==> src/rtl/bin2bcd_seq_if.sv <==
// Handshake and data bundle between the multiplier-side requester and the
// bin2bcd_seq converter.
interface bin2bcd_seq_if #(
    parameter int BIN_WIDTH = 16,
    parameter int DIGITS    = 5
);
    logic                  start;
    logic [BIN_WIDTH-1:0]  bin_in;
    logic                  busy;
    logic                  done;
    logic [4*DIGITS-1:0]   bcd_out;

    modport master (
        output start,
        output bin_in,
        input  busy,
        input  done,
        input  bcd_out
    );

    modport slave (
        input  start,
        input  bin_in,
        output busy,
        output done,
        output bcd_out
    );
endinterface

==> src/rtl/bin2bcd_seq.sv <==
// Sequential double-dabble converter: one correct-and-shift step per cycle,
// producing a packed BCD result every BIN_WIDTH+2 cycles.
module bin2bcd_seq #(
    parameter int BIN_WIDTH = 16,
    parameter int DIGITS    = 5
) (
    input  logic           clk,
    input  logic           rst_n,
    bin2bcd_seq_if.slave   bus
);
    localparam int BW = 4 * DIGITS;
    localparam int CW = $clog2(BIN_WIDTH + 1);
    localparam logic [CW-1:0] LAST = CW'(BIN_WIDTH - 1);

    typedef enum logic [1:0] {IDLE, SHIFT, DONE} state_t;

    state_t                state, state_nxt;
    logic [BW-1:0]         bcd_scr;
    logic [BIN_WIDTH-1:0]  bin_scr;
    logic [CW-1:0]         cnt;
    logic [BW-1:0]         bcd_res;
    logic [BW+BIN_WIDTH-1:0] step;
    logic                  accept;
    logic                  last_step;

    // Per-digit "add 3 when >= 5" so the following shift carries correctly.
    function automatic logic [BW-1:0] add3(input logic [BW-1:0] d);
        logic [BW-1:0] r;
        r = d;
        for (int i = 0; i < DIGITS; i++) begin
            if (d[4*i +: 4] >= 4'd5)
                r[4*i +: 4] = d[4*i +: 4] + 4'd3;
        end
        return r;
    endfunction

    assign step      = {add3(bcd_scr), bin_scr} << 1;
    assign accept    = (state == IDLE) && bus.start;
    assign last_step = (state == SHIFT) && (cnt == LAST);

    always_ff @(posedge clk or negedge rst_n) begin
        if (!rst_n)
            state <= IDLE;
        else
            state <= state_nxt;
    end

    always_comb begin
        state_nxt = state;
        case (state)
            IDLE:    if (bus.start) state_nxt = SHIFT;
            SHIFT:   if (cnt == LAST) state_nxt = DONE;
            DONE:    state_nxt = IDLE;
            default: state_nxt = IDLE;
        endcase
    end

    always_ff @(posedge clk or negedge rst_n) begin
        if (!rst_n) begin
            bcd_scr <= '0;
            bin_scr <= '0;
            cnt     <= '0;
            bcd_res <= '0;
        end else begin
            if (accept) begin
                bin_scr <= bus.bin_in;
                bcd_scr <= '0;
                cnt     <= '0;
            end else if (state == SHIFT) begin
                bcd_scr <= step[BW+BIN_WIDTH-1:BIN_WIDTH];
                bin_scr <= step[BIN_WIDTH-1:0];
                cnt     <= cnt + CW'(1);
            end
            // The result register only moves on the edge that enters DONE.
            if (last_step)
                bcd_res <= step[BW+BIN_WIDTH-1:BIN_WIDTH];
        end
    end

    assign bus.busy    = (state == SHIFT);
    assign bus.done    = (state == DONE);
    assign bus.bcd_out = bcd_res;
endmodule
==> src/flat_wrapper.sv <==
// flat-port wrapper written by rule: the top's interface ports become plain ports
module bin2bcd_seq_flat 
#(
    parameter int BIN_WIDTH = 16,
    parameter int DIGITS    = 5
)
  (clk, rst_n, bus_start, bus_bin_in, bus_busy, bus_done, bus_bcd_out);
  bin2bcd_seq_if #(.BIN_WIDTH(BIN_WIDTH), .DIGITS(DIGITS)) bus_i ();
  input  logic clk;
  input  logic rst_n;
  input wire logic [$bits(bus_i.start)-1:0] bus_start;
  input wire logic [$bits(bus_i.bin_in)-1:0] bus_bin_in;
  output wire logic [$bits(bus_i.busy)-1:0] bus_busy;
  output wire logic [$bits(bus_i.done)-1:0] bus_done;
  output wire logic [$bits(bus_i.bcd_out)-1:0] bus_bcd_out;
  assign bus_i.start = bus_start;
  assign bus_i.bin_in = bus_bin_in;
  assign bus_busy = bus_i.busy;
  assign bus_done = bus_i.done;
  assign bus_bcd_out = bus_i.bcd_out;
  bin2bcd_seq #(.BIN_WIDTH(BIN_WIDTH), .DIGITS(DIGITS)) u_core (.clk(clk), .rst_n(rst_n), .bus(bus_i));
endmodule
==> config.mk <==
export PLATFORM = sky130hd
export DESIGN_NAME = bin2bcd_seq_flat
export DESIGN_NICKNAME = d
export VERILOG_FILES = /design/src/rtl/bin2bcd_seq_if.sv /design/src/rtl/bin2bcd_seq.sv /design/src/flat_wrapper.sv
export SDC_FILE = /design/constraint.sdc
export NUM_CORES = 1
export LEC_CHECK = 0
export CAP_MARGIN = 20
export CORE_UTILIZATION = 52
export DETAILED_ROUTE_END_ITERATION = 10
export PLACE_DENSITY_LB_ADDON = 0.15
export SLEW_MARGIN = 10
export SYNTH_ARGS = -nofsm -noshare
export SYNTH_HDL_FRONTEND = slang
export SYNTH_SLANG_ARGS = --single-unit
==> constraint.sdc <==
create_clock -name clk -period 1.65 [get_ports clk]
set_input_delay 0.33 -clock clk [delete_from_list [all_inputs] [get_ports clk]]
set_output_delay 0.33 -clock clk [all_outputs]
set_load 0.05 [all_outputs]
# Yosys cells after proc, flatten, opt, wreduce, memory -nomap -nowiden
# Index checks and enable logic that the tools add are counted.
# W data, S select, Z words.
[totals]
regBits = 63
input_bits = 19
output_inout_bits = 22
[classes]
add_sub_neg = 6
order_cmp = 5
n_eq_ne = 5
mux = 14
reduce_logical = 5
[ops]
columns = ["operator", "n"]
rows = [
  ["$mux W20", 2],
  ["$mux W16", 2],
  ["$ge A4 B3 Y1 const B", 5],
  ["$add A4 B2 Y4 const B", 4],
  ["$mux W4", 4],
  ["$mux W5", 2],
  ["$add A5 B1 Y5 const B", 1],
  ["$eq A5 B4 Y1 const B", 1],
  ["$mux W2", 2],
  ["$pmux W2 S2", 1],
  ["$add A3 B2 Y3 const B", 1],
  ["$mux W3", 1],
  ["$eq A2 B1 Y1 const B", 1],
  ["$eq A2 B2 Y1 const B", 1],
  ["$logic_and A1 B1 Y1", 2],
  ["$logic_not A2 Y1", 1],
  ["$ne A2 B1 Y1 const B", 1],
  ["$ne A2 B2 Y1 const B", 1],
  ["$reduce_and A2 Y1", 1],
  ["$reduce_bool A2 Y1", 1],
]

# Logic depth before layout (Yosys ltp)
# Gate-level depths: netlist of the first run.
[depth]
ltp_word = 4
ltp_mapped = 7

# Worst setup path after synthesis of the first run
# Ideal clock, no wire load.
[synth_timing]
kind = "flip-flop to flip-flop"
start = "register u_core.cnt[0]"
end = "register u_core.bcd_res[0] (netlist: u_core.bus.bcd_out[0])"
setup_ps = 125
arrival_ps = 1387
path_slack_ps = 138
stages_incl_launch_ff = 6
path_buffers = 0
synth_period_minus_slack_ps = 1512
path_cell_list = "dfrtp_1 ha_1 and3_1 ha_1 nand2_4 mux2_4"
[synth_via]
elab_chain_len = 2
[synth_rtl]
columns = ["item", "line", "rtl"]
rows = [
  ["start, declared", "bin2bcd_seq.sv:20", "logic [CW-1:0] cnt;"],
  ["start signal, assigned", "bin2bcd_seq.sv:72", "cnt <= cnt + CW'(1);"],
  ["$eq A5 B4 Y1", "bin2bcd_seq.sv:39", "assign last_step = (state == SHIFT) && (cnt == LAST);"],
  ["$logic_and A1 B1 Y1", "bin2bcd_seq.sv:39", ""],
  ["end signal, assigned", "bin2bcd_seq.sv:76", "bcd_res <= step[BW+BIN_WIDTH-1:BIN_WIDTH];"],
  ["end, declared", "bin2bcd_seq.sv:21", "logic [BW-1:0] bcd_res;"],
]
# No other way between the ends.
# A chain may end at the register's enable or synchronous reset.

# Worst setup path in the final report of the first run
[layout_timing]
start = "register u_core.bcd_scr[8]"
end = "register u_core.bcd_scr[10]"
[layout_via]
elab_chain_len = 4
elab_cells_between_ends = 5
classes_between = "add/sub: 1; order compare: 1; mux: 3"
[layout_rtl]
columns = ["item", "line", "rtl"]
rows = [
  ["start, declared", "bin2bcd_seq.sv:18", "logic [BW-1:0] bcd_scr;"],
  ["start signal, assigned", "bin2bcd_seq.sv:70", "bcd_scr <= step[BW+BIN_WIDTH-1:BIN_WIDTH];"],
  ["$add A4 B2 Y4 or $ge A4 B3 Y1 (tied branches)", "bin2bcd_seq.sv:32, bin2bcd_seq.sv:31", ""],
  ["$mux W4 *", "bin2bcd_seq.sv:31", "if (d[4*i +: 4] >= 4'd5)"],
  ["$mux W20 *", "bin2bcd_seq.sv:69", "end else if (state == SHIFT) begin"],
  ["$mux W20 *", "bin2bcd_seq.sv:65", "if (accept) begin"],
]
# Every way passes the cells marked *; elsewhere a longest branch is shown, timed or not. The select of a mux whose other input is x is not followed.

==> metrics.md, run 1 <==
| Metric | Value |
|---|---|
| Status | `finished clean` |
| Seq/Total Area, Yosys | `a little over half` |
| Reg2reg end | `u_core.bcd_scr[10]` |
| # clock sinks | `between 60 and 70` |
| # rows | `27` |
| Clock Root Buffer | `clkbuf_8` |
| CP startpoint kind | `flop` |
| Final GP Congestion | `0.7655` |
| Via count | `about 2300` |
| Cts bufs inserted | `9` |
| Power Dens Cells | `2207 nW/um^2` |
| Synthesized area | `a little under 3000 sq um` |
| CP Max Fanout | `4` |
| Hpwl dp | `3867 um` |
| Drt wl/cell | `about 13 um` |
| Area contributors post-synth | `dfrtp_1, nand2_1, ha_1` |
| Tcrit/Tclk final | `a little over nine tenths` |
| # H-tree levels | `3` |
| Post-route setup slack | `0.08193 ns` |
| Number of I/O port buffers | `40` |
| Number of global-route vias before repair | `2201` |
| Largest net degree at the start of global routing | `36` |
| Number of remaining DRC errors | `0` |
| Area Growth Syn to Fin | `26.50%` |
| Post-synth top cells | `nand2_1, dfrtp_1, o21ai_1` |
| Drt pass-1 iters | `4` |
| CTS tree | `yes` |
| WL final | `between 5000 and 6000 um` |
| Netlist cell types | `32` |
| Ports | `41` |
| Slew headroom | `between 60% and 70%` |
| Gr usage total | `21.02%` |
| Final hold violations | `0` |
| Share of layout cells above drive strength 1 | `approximately 22%` |
| Highest Clock Rate | `637.7 MHz` |
| Post-synth EDFFs | `0` |
| Overflow after GRT | `0` |
| Fin crit period | `roughly 1.6 ns` |
| Reg2Reg Setup Slack | `about 0.082 ns` |
| Worst VDD drop | `slightly below 1 mV` |
| R2r worst-path depth | `6` |
| Die area | `~6000 sq um` |
| Tot Pwr | `0.008303 W` |
| Ys flop type | `dfrtp_1` |
| Max-slew violations | `0` |
| Pre-CTS setup slack | `-0.1285 ns` |
| Syn_nets | `329` |
| Post-synth ARST share | `100.0%` |
| CTS clk-pin slew, worst paths | `0.07 ns` |
| ANT cells | `0` |
| Violation count after the first detailed-route iteration | `169` |
| Number of vias per cell | `about 5.3` |
| First-pass GRT wire length | `just under 10000 um` |
| Area of the core | `between 5000 and 6000 sq um` |
| Synthesized flop and latch total | `63` |
| CP Data Required Time | `1.91 ns` |
| Post-route antenna net violation count | `0` |
| Yosys warns | `0` |
| Final nets | `approximately 390` |
| Yosys top cell by area | `dfrtp_1` |
| Post-Syn Instances | `a little under 300` |
| Die width | `between 70 and 80 um` |
| Antenna violations before repair | `0` |
| Initial Util | `54.01%` |
| Critical path class | `flop to flop` |
| Final setup viols | `0` |
| CP Data Arrival Time | `roughly 1.8 ns` |
| Leak Pwr | `roughly 1.7 nW` |
| HP Class | `input pin to async pin` |
| Slew @ Worst Pin | `roughly 0.46 ns` |
| CP Capture Type | `flop` |
| Syn avg cell area | `9.980 sq um` |
| Cell with the most instances after synthesis | `nand2_1` |
| Deepest clock path buffer count | `2` |
| Die height | `about 78 um` |
| Max Cap Viol | `0` |
| Area share of the largest cell type after synthesis | `between 50% and 60%` |
| Clock skew | `approximately 0.0058 ns` |
| RSZ-0062 raised after global routing | `true` |
| Worst-skew pair later-pin latency | `approximately 0.33 ns` |
| Worst r2r src | `u_core.bcd_scr[8]` |
worst max path at each step:
stage,startpoint,end,slack (ns),cells past startpoint
CTS,u_core.bcd_scr[0],u_core.bcd_scr[2],0.009,6
detailed placement,bus_start,u_core.bcd_scr[3],-0.13,6
finish,u_core.bcd_scr[8],u_core.bcd_scr[10],0.08,6
floorplan,u_core.cnt[0],u_core.bus.bcd_out[0],0.14,5
global placement,bus_start,u_core.bcd_scr[7],-0.10,6
global route,u_core.bcd_scr[0],u_core.bcd_scr[2],-0.03,6
power breakdown:
| group | internal, W | leakage (nW) | switching (W) |
|---|---|---|---|
| clock | 0.000663 | 0.0898 | 0.000543 |
| sequential | 0.00227 | 0.783 | 0.000528 |
| combinational | 0.00175 | 0.874 | 0.00255 |
| total | 0.00468 | 1.75 | 0.00362 |
critical path, cell delays in order (launching register included):
cell	delay [ns]
dfrtp_1	0.40
inv_1	0.10
ha_1	0.22
nand2b_1	0.10
a21oi_2	0.17
mux2_2	0.37
o21ai_1	0.13
area by class of cell:
type | instances | area [sq um]
clock buffers | 15 | 176.4
fillers | 443 | 1744
inverters | 13 | 56.30
multi-input cells | 209 | 1275
flip-flops and latches | 63 | 1577
well taps | 72 | 90.09
repair buffers | 61 | 588.1
registers in the layout, summed over array words and instances (netlist names):
signal,flops
u_core.bin_scr,16
u_core.bcd_scr,20
u_core.state,2
u_core.bus.bcd_out,20
u_core.cnt,5
per-layer routing:
metal	vias up	share of wire (%)	global-route usage [%]
li1	1142	-	-
met1	1089	46	25.21
met2	39	49	34.51
met3	11	3.1	4.353
met4	0	2.4	13.21
met5	-	0	0
kinds of logic (layout without fill, tap and decap cells):
kind of cell	after synthesis	after routing	synth area share [%]
compound gates	79	79	15.27
xor+xnor	5	5	1.472
fa+ha+maj	12	12	5.048
buf+inv	26	89	5.847
flops	63	63	53.01
mux	6	6	2.398
simple gates	107	107	16.95
metrics by stage:
step	setup TNS (ns)	utilization (%)	cell area (sq um)	instances	hold slack [ns]
4_1_cts	0	66.85	3681	429	0.4817
3_5_place_dp	-1.433	63.42	3492	413	0.3121
3_3_place_gp	-1.249	63.42	3492	413	0.3070
2_1_floorplan	0	-	2974	298	0.03441
6_report	0	68.33	3762	433	0.4761
5_1_grt	-0.1147	68.33	3762	433	0.5030
placed cells by master, fill, tap and decap left out, drive strengths merged, types with 6 or more instances in the layout:
cell type	netlist	layout
inv	13	13
nor3b	10	10
nand2b	6	6
a21oi	10	10
mux2	6	6
dfrtp	63	63
nand2	73	73
clkbuf	2	15
clkdlybuf4s50	0	17
buf	11	43
nor2	6	6
o21ai	49	49
ha	12	12
a22oi	15	15
repair_timing:
item	in CTS	in global routing
hold buffers	1	0
hold endpoints to repair	16	0
setup endpoints to repair	1	18
resized for setup	1	12
setup buffers	0	4
pin swaps	0	3
Note: power is estimated with default switching activity, not from simulation.
==> run 2: changes to the inputs <==
- CORE_MARGIN: not set -> 5
- GPL_TIMING_DRIVEN: not set -> 0
==> metrics.md, run 2 (synthesized netlist as in run 1, its figures left out) <==
| Metric | Value |
|---|---|
| Fin crit period | `1.635 ns (+0.06644 ns)` |
| Number of global-route vias before repair | `2281 (+3.6%)` |
| Reg2reg end | `u_core.bcd_scr[8]` |
| Antenna violations before repair | `0 (unchanged)` |
| Clock skew | `0.008513 ns (+0.002744 ns)` |
| Area of the multi-input gates | `1282 sq um (+0.59%)` |
| Worst-skew pair later-pin latency | `0.34 ns (about the same)` |
| WL final | `6443 um (+12%)` |
| Die height | `85.63 um (+10%)` |
| Share of layout cells above drive strength 1 | `18.48% (-3.1 points)` |
| Worst VDD drop | `0.9873 mV (-0.41%)` |
| Largest net degree at the start of global routing | `64 (+78%)` |
| Final nets | `394 (+1.5%)` |
| CP startpoint kind | `flop` |
| Tot Pwr | `0.008602 W (+3.6%)` |
| Ports | `41 (unchanged)` |
| CP Data Arrival Time | `1.30 ns (-0.53 ns)` |
| Area Growth Syn to Fin | `28.99%` |
| HP Class | `input pin to async pin` |
| Drt wl/cell | `14.64 um (+10%)` |
| Area of the core | `5540 sq um (+0.61%)` |
| Placed insts | `410 (-0.73%)` |
| Tcrit/Tclk final | `99.06% (+4.0 points)` |
| Final hold violations | `0 (unchanged)` |
| CP Capture Type | `output pin` |
| Layout Utilization | `69.24% (+0.92 points)` |
| Worst r2r src | `u_core.state[0]` |
| Fillcell total | `465 (+5.0%)` |
| Drt pass-1 iters | `5 (+1)` |
| Die width | `85.63 um (+10%)` |
| Worst path most repeated cell | `buf_12` |
| Most frequent cells in the layout | `nand2_1, dfrtp_1, o21ai_1` |
| Slew headroom | `46.97% (-22 points)` |
| First-pass GRT wire length | `10920 um (+13%)` |
| Power Dens Cells | `2242 nW/um^2 (+1.6%)` |
| Max-slew violations | `0 (unchanged)` |
| Critical Path Slowest Stage Cell | `dfrtp_1` |
| Highest Clock Rate | `611.8 MHz (-4.1%)` |
| Number of I/O port buffers | `40 (unchanged)` |
| Deepest clock path buffer count | `2 (unchanged)` |
| Worst stage delay on the critical path | `0.40 ns (about the same)` |
| # clock sinks | `63 (unchanged)` |
| Gr usage total | `19.23% (-1.8 points)` |
| CP Max Fanout | `6 (+2)` |
| Final cell count without fillers | `440 (+1.6%)` |
| Violation count after the first detailed-route iteration | `124 (-27%)` |
| Worst path cell trace | `nand2b_4 > buf_12 > clkinv_8 > buf_12 > buf_12` |
| DP Area | `3462 sq um (-0.86%)` |
| Clock Root Buffer | `clkbuf_8` |
| FF/Latch Area | `1578 sq um (about the same)` |
| Number of remaining DRC errors | `0 (unchanged)` |
| Max Cap Viol | `0 (unchanged)` |
| Post-route antenna net violation count | `0 (unchanged)` |
| Slew @ Worst Pin | `0.7955 ns (+0.3343 ns)` |
| # H-tree levels | `3 (unchanged)` |
| Critical path class | `flop to output pin` |
| Number of vias per cell | `5.330 (+1.2%)` |
| CTS clk-pin slew, worst paths | `0.07 ns (about the same)` |
| Hpwl dp | `4200 um (+8.6%)` |
| Final GP Congestion | `0.8335 (+8.9%)` |
| Final setup viols | `0 (unchanged)` |
| Design area | `3836 sq um (+2.0%)` |
| Cts bufs inserted | `9 (unchanged)` |
| CP Data Required Time | `1.32 ns (-0.59 ns)` |
| Overflow after GRT | `0 (unchanged)` |
| # rows | `27 (unchanged)` |
| Leak Pwr | `1.785 nW (+2.2%)` |
| Die area | `7332 sq um (+22%)` |
| CTS tree | `yes` |
| R2r worst-path depth | `6 (unchanged)` |
| Reg2Reg Setup Slack | `0.08 ns (about the same)` |
| Initial Util | `53.68% (-0.33 points)` |
| ANT cells | `0 (unchanged)` |
| Status | `finished clean` |
| Most common cell after layout, fill and taps aside | `nand2_1` |
| Via count | `2345 (+2.8%)` |
| RSZ-0062 raised after global routing | `true` |
==> run 2: cell types whose count changed in the layout (fill, tap and decap cells not counted), moves of 3 or more <==
cell | previous run | this run
dlygate4sd2_1 | 0 | 20
buf_4 | 35 | 18
buf_6 | 0 | 5
buf_12 | 7 | 3
clkbuf_8 | 12 | 9
ha_2 | 2 | 5
==> run 2: power by group <==
part / switching [W] / internal [W]
clock network: 0.000576 / 0.000848
logic: 0.00263 / 0.00176
registers: 0.000522 / 0.00227
total: 0.00373 / 0.00488
==> run 2: metrics by stage <==
| stage | hold WS (ns) | setup TNS, ns | setup slack, ns |
|---|---|---|---|
| finish | 0.06548 | 0 | 0.01549 |
| global route | 0.1373 | -0.09236 | -0.03015 |
| CTS | 0.1089 | -0.2001 | -0.2001 |
| detailed placement | 0.4631 | -4.822 | -0.4940 |
| global placement | 0.4600 | -120.79 | -1.872 |
| floorplan | 0.03441 | 0 | 0.1383 |
==> run 2: worst max path at each step <==
stage	from	to	slack (ns)	depth (start not counted)
floorplan	u_core.cnt[0]	u_core.bus.bcd_out[0]	0.14	5
global placement	rst_n	u_core.bin_scr[3]	-1.87	1
detailed placement	u_core.state[1]	bus_busy	-0.49	5
CTS	u_core.state[1]	bus_busy	-0.20	5
global route	u_core.state[1]	bus_busy	-0.03	5
finish	u_core.state[1]	bus_busy	0.02	5
==> run 2: layer usage <==
metal  global-route usage (%)  share of wire (%)  vias up
met5                        0                  0        -
met3                    4.323                5.6       12
li1                         -                  -     1153
met4                    9.065                2.0        0
met1                    23.98                 44     1128
met2                    31.71                 48       52
==> run 2: repair_timing <==
action	4_1_cts	5_1_grt
pin swaps	0	4
buffers inserted	0	13
endpoints found under the setup margin	28	12
gates resized for setup	40	19
hold buffers	0	0
gates cloned	0	1
==> run 2: area by class of cell <==
class	count	share of cell area, %
sequential	63	41.13
multi-input combinational	210	33.43
timing repair buffer	53	12.56
buffer	13	3.588
clock buffer	12	3.523
tap	72	2.348
clock inverter	4	1.826
inverter	13	1.598
==> run 2: worst max-delay path: cells and delay by family (launching register included) <==
| family | cells | cell delay, ns |
|---|---|---|
| flops | 1 | 0.40 |
| simple gates | 1 | 0.17 |
| buf+inv | 4 | 0.39 |
==> RTL change, RTL diff (settings of run 2) <==
The 3 states of `state_t` get a one-hot encoding in 3 bits.
--- a/src/rtl/bin2bcd_seq.sv
+++ b/src/rtl/bin2bcd_seq.sv
@@ -14,3 +14,3 @@
 
-    typedef enum logic [1:0] {IDLE, SHIFT, DONE} state_t;
+    typedef enum logic [2:0] {IDLE = 3'b001, SHIFT = 3'b010, DONE = 3'b100} state_t;
 
Check against the original RTL: no difference found for any inputs over 10 cycles, from zero or initial values and one cycle with rst_n low; not proved beyond that.
==> RTL change against run 2 <==
- wire length fell by 1.5%
- die area is 3.5% higher
- cell area fell by 0.23%
- maximum frequency down 3.4%
- sequential cell count grew 1
- the run now ends with negative setup slack left
- synthesized area is 4.0% higher
- critical endpoint unchanged
- worst setup slack worse by 0.057 ns
- first-iteration DRC count up 56%
Power is not compared: it rests on default switching activity, and its combinational part moved more than twofold at a synthesized area within 25%.
==> RTL change: results (changes against run 2) <==
outcome=finished, violations left; failing checks=negative setup slack; Final nets=369 (-6.3%); M1 WL=2.880 mm (+0.52%); most frequent cells after synthesis=63 x dfrtp_1, 51 x nand2_1, 15 x a21oi_1, 15 x o21ai_0; Placed Instance Area=3590 µm² (+3.7%); Setup Slack @ Placement=-0.5548 ns (-0.06076 ns); Avg WL per Cell=15.25 µm (+4.2%); r2r setup slk=0.05 ns (-0.03 ns); endpoints failing setup=1 (+1); DR iter-0 viols=194 (+56%); Slew HR=0.4617 (-0.007957); largest net degree at the start of global routing=65 (+1.6%); Antenna diodes=0 (unchanged); Vias/cell=5.370 (+0.76%); number of global-route vias before repair=2286 (+0.22%); Detailed Place HPWL=4.133 mm (-1.6%); metal3 WL=352 µm (-1.9%); top cells by area, synth=dfrtp_1 51%, nand2_1 6.2%, ha_1 4.9%; met2 WL=2.987 mm (-3.2%); slowest stage delay, CP=0.54 ns (+0.14 ns); slowest cell on the critical path=dfstp_2; hold_ws=0.08339 ns (+0.01791 ns); ratio of cells with drive above 1 in the final layout=0.2199 (+0.03516); Synth Net Count=311 (-5.5%); Setup Total Neg Slack=-0.04194 ns (-0.04194 ns); dpl cells=395 (-3.7%); Crit Path Max Fanout=7 (+1); Synth Instances=280 (-6.0%); Cell variety after synth=35 (+9.4%); first-pass GRT wire length=10.88 mm (-0.31%); Pre-Repair DR Iteration Count=4 (-1); sequential area share after synthesis=0.5182 (-0.01188); setup ws final=-0.04194 ns (-0.05743 ns)
-- RTL change: cell types whose count changed after synthesis, moves of 7 or more --
cell / change
nand2_1: -21
mux2_4: +8
o21ai_1: -18
a22oi_1: -8
a22o_1: +11
mux2i_1: +7
-- RTL change: repair_timing --
action                     in CTS  in global routing
setup buffers                   2                  5
gates resized for setup        36                 20
cloned                          0                  0
pin swaps                       1                  4
setup endpoints to repair      33                 26
-- RTL change: cell type report --
class                   instances  area, µm²
repair buffers                 47      427.9
inverters                      13      61.31
well taps                      75      93.84
multi-input cells             191       1368
fillers                       490       2023
flip-flops and latches         64       1603
clock inverters                 1      5.005
plain buffers                  12      120.1
clock buffers                  13      148.9
-- RTL change: layer usage --
| metal | track usage | vias up |
|---|---|---|
| met4 | 0.06695 | 0 |
| met5 | 0 | - |
| met2 | 0.2954 | 57 |
| met3 | 0.05109 | 11 |
| li1 | - | 1087 |
| met1 | 0.2465 | 1079 |
-- RTL change: worst max-delay path by stage --
stage                         start                      to  slack (ns)
finish              u_core.state[0]                bus_busy       -0.04
global route        u_core.state[0]                bus_busy       -0.08
CTS                 u_core.state[0]                bus_busy       -0.09
detailed placement  u_core.state[2]                bus_busy       -0.55
global placement              rst_n  u_core.bus.bcd_out[18]       -1.87
floorplan             u_core.cnt[0]  u_core.bus.bcd_out[10]        0.10
-- RTL change: cell families (layout without fill, tap and decap cells) --
group | Yosys count | after routing | share of synthesized area
DFF | 64 | 64 | 0.5182
xor gates and xnor gates | 7 | 7 | 0.01982
AOI/OAI and AO/OA | 73 | 73 | 0.1610
buffers and inverters | 25 | 86 | 0.05178
adders and majority gates | 12 | 12 | 0.04854
muxes | 17 | 17 | 0.06998
and+or+nand+nor | 82 | 82 | 0.1307
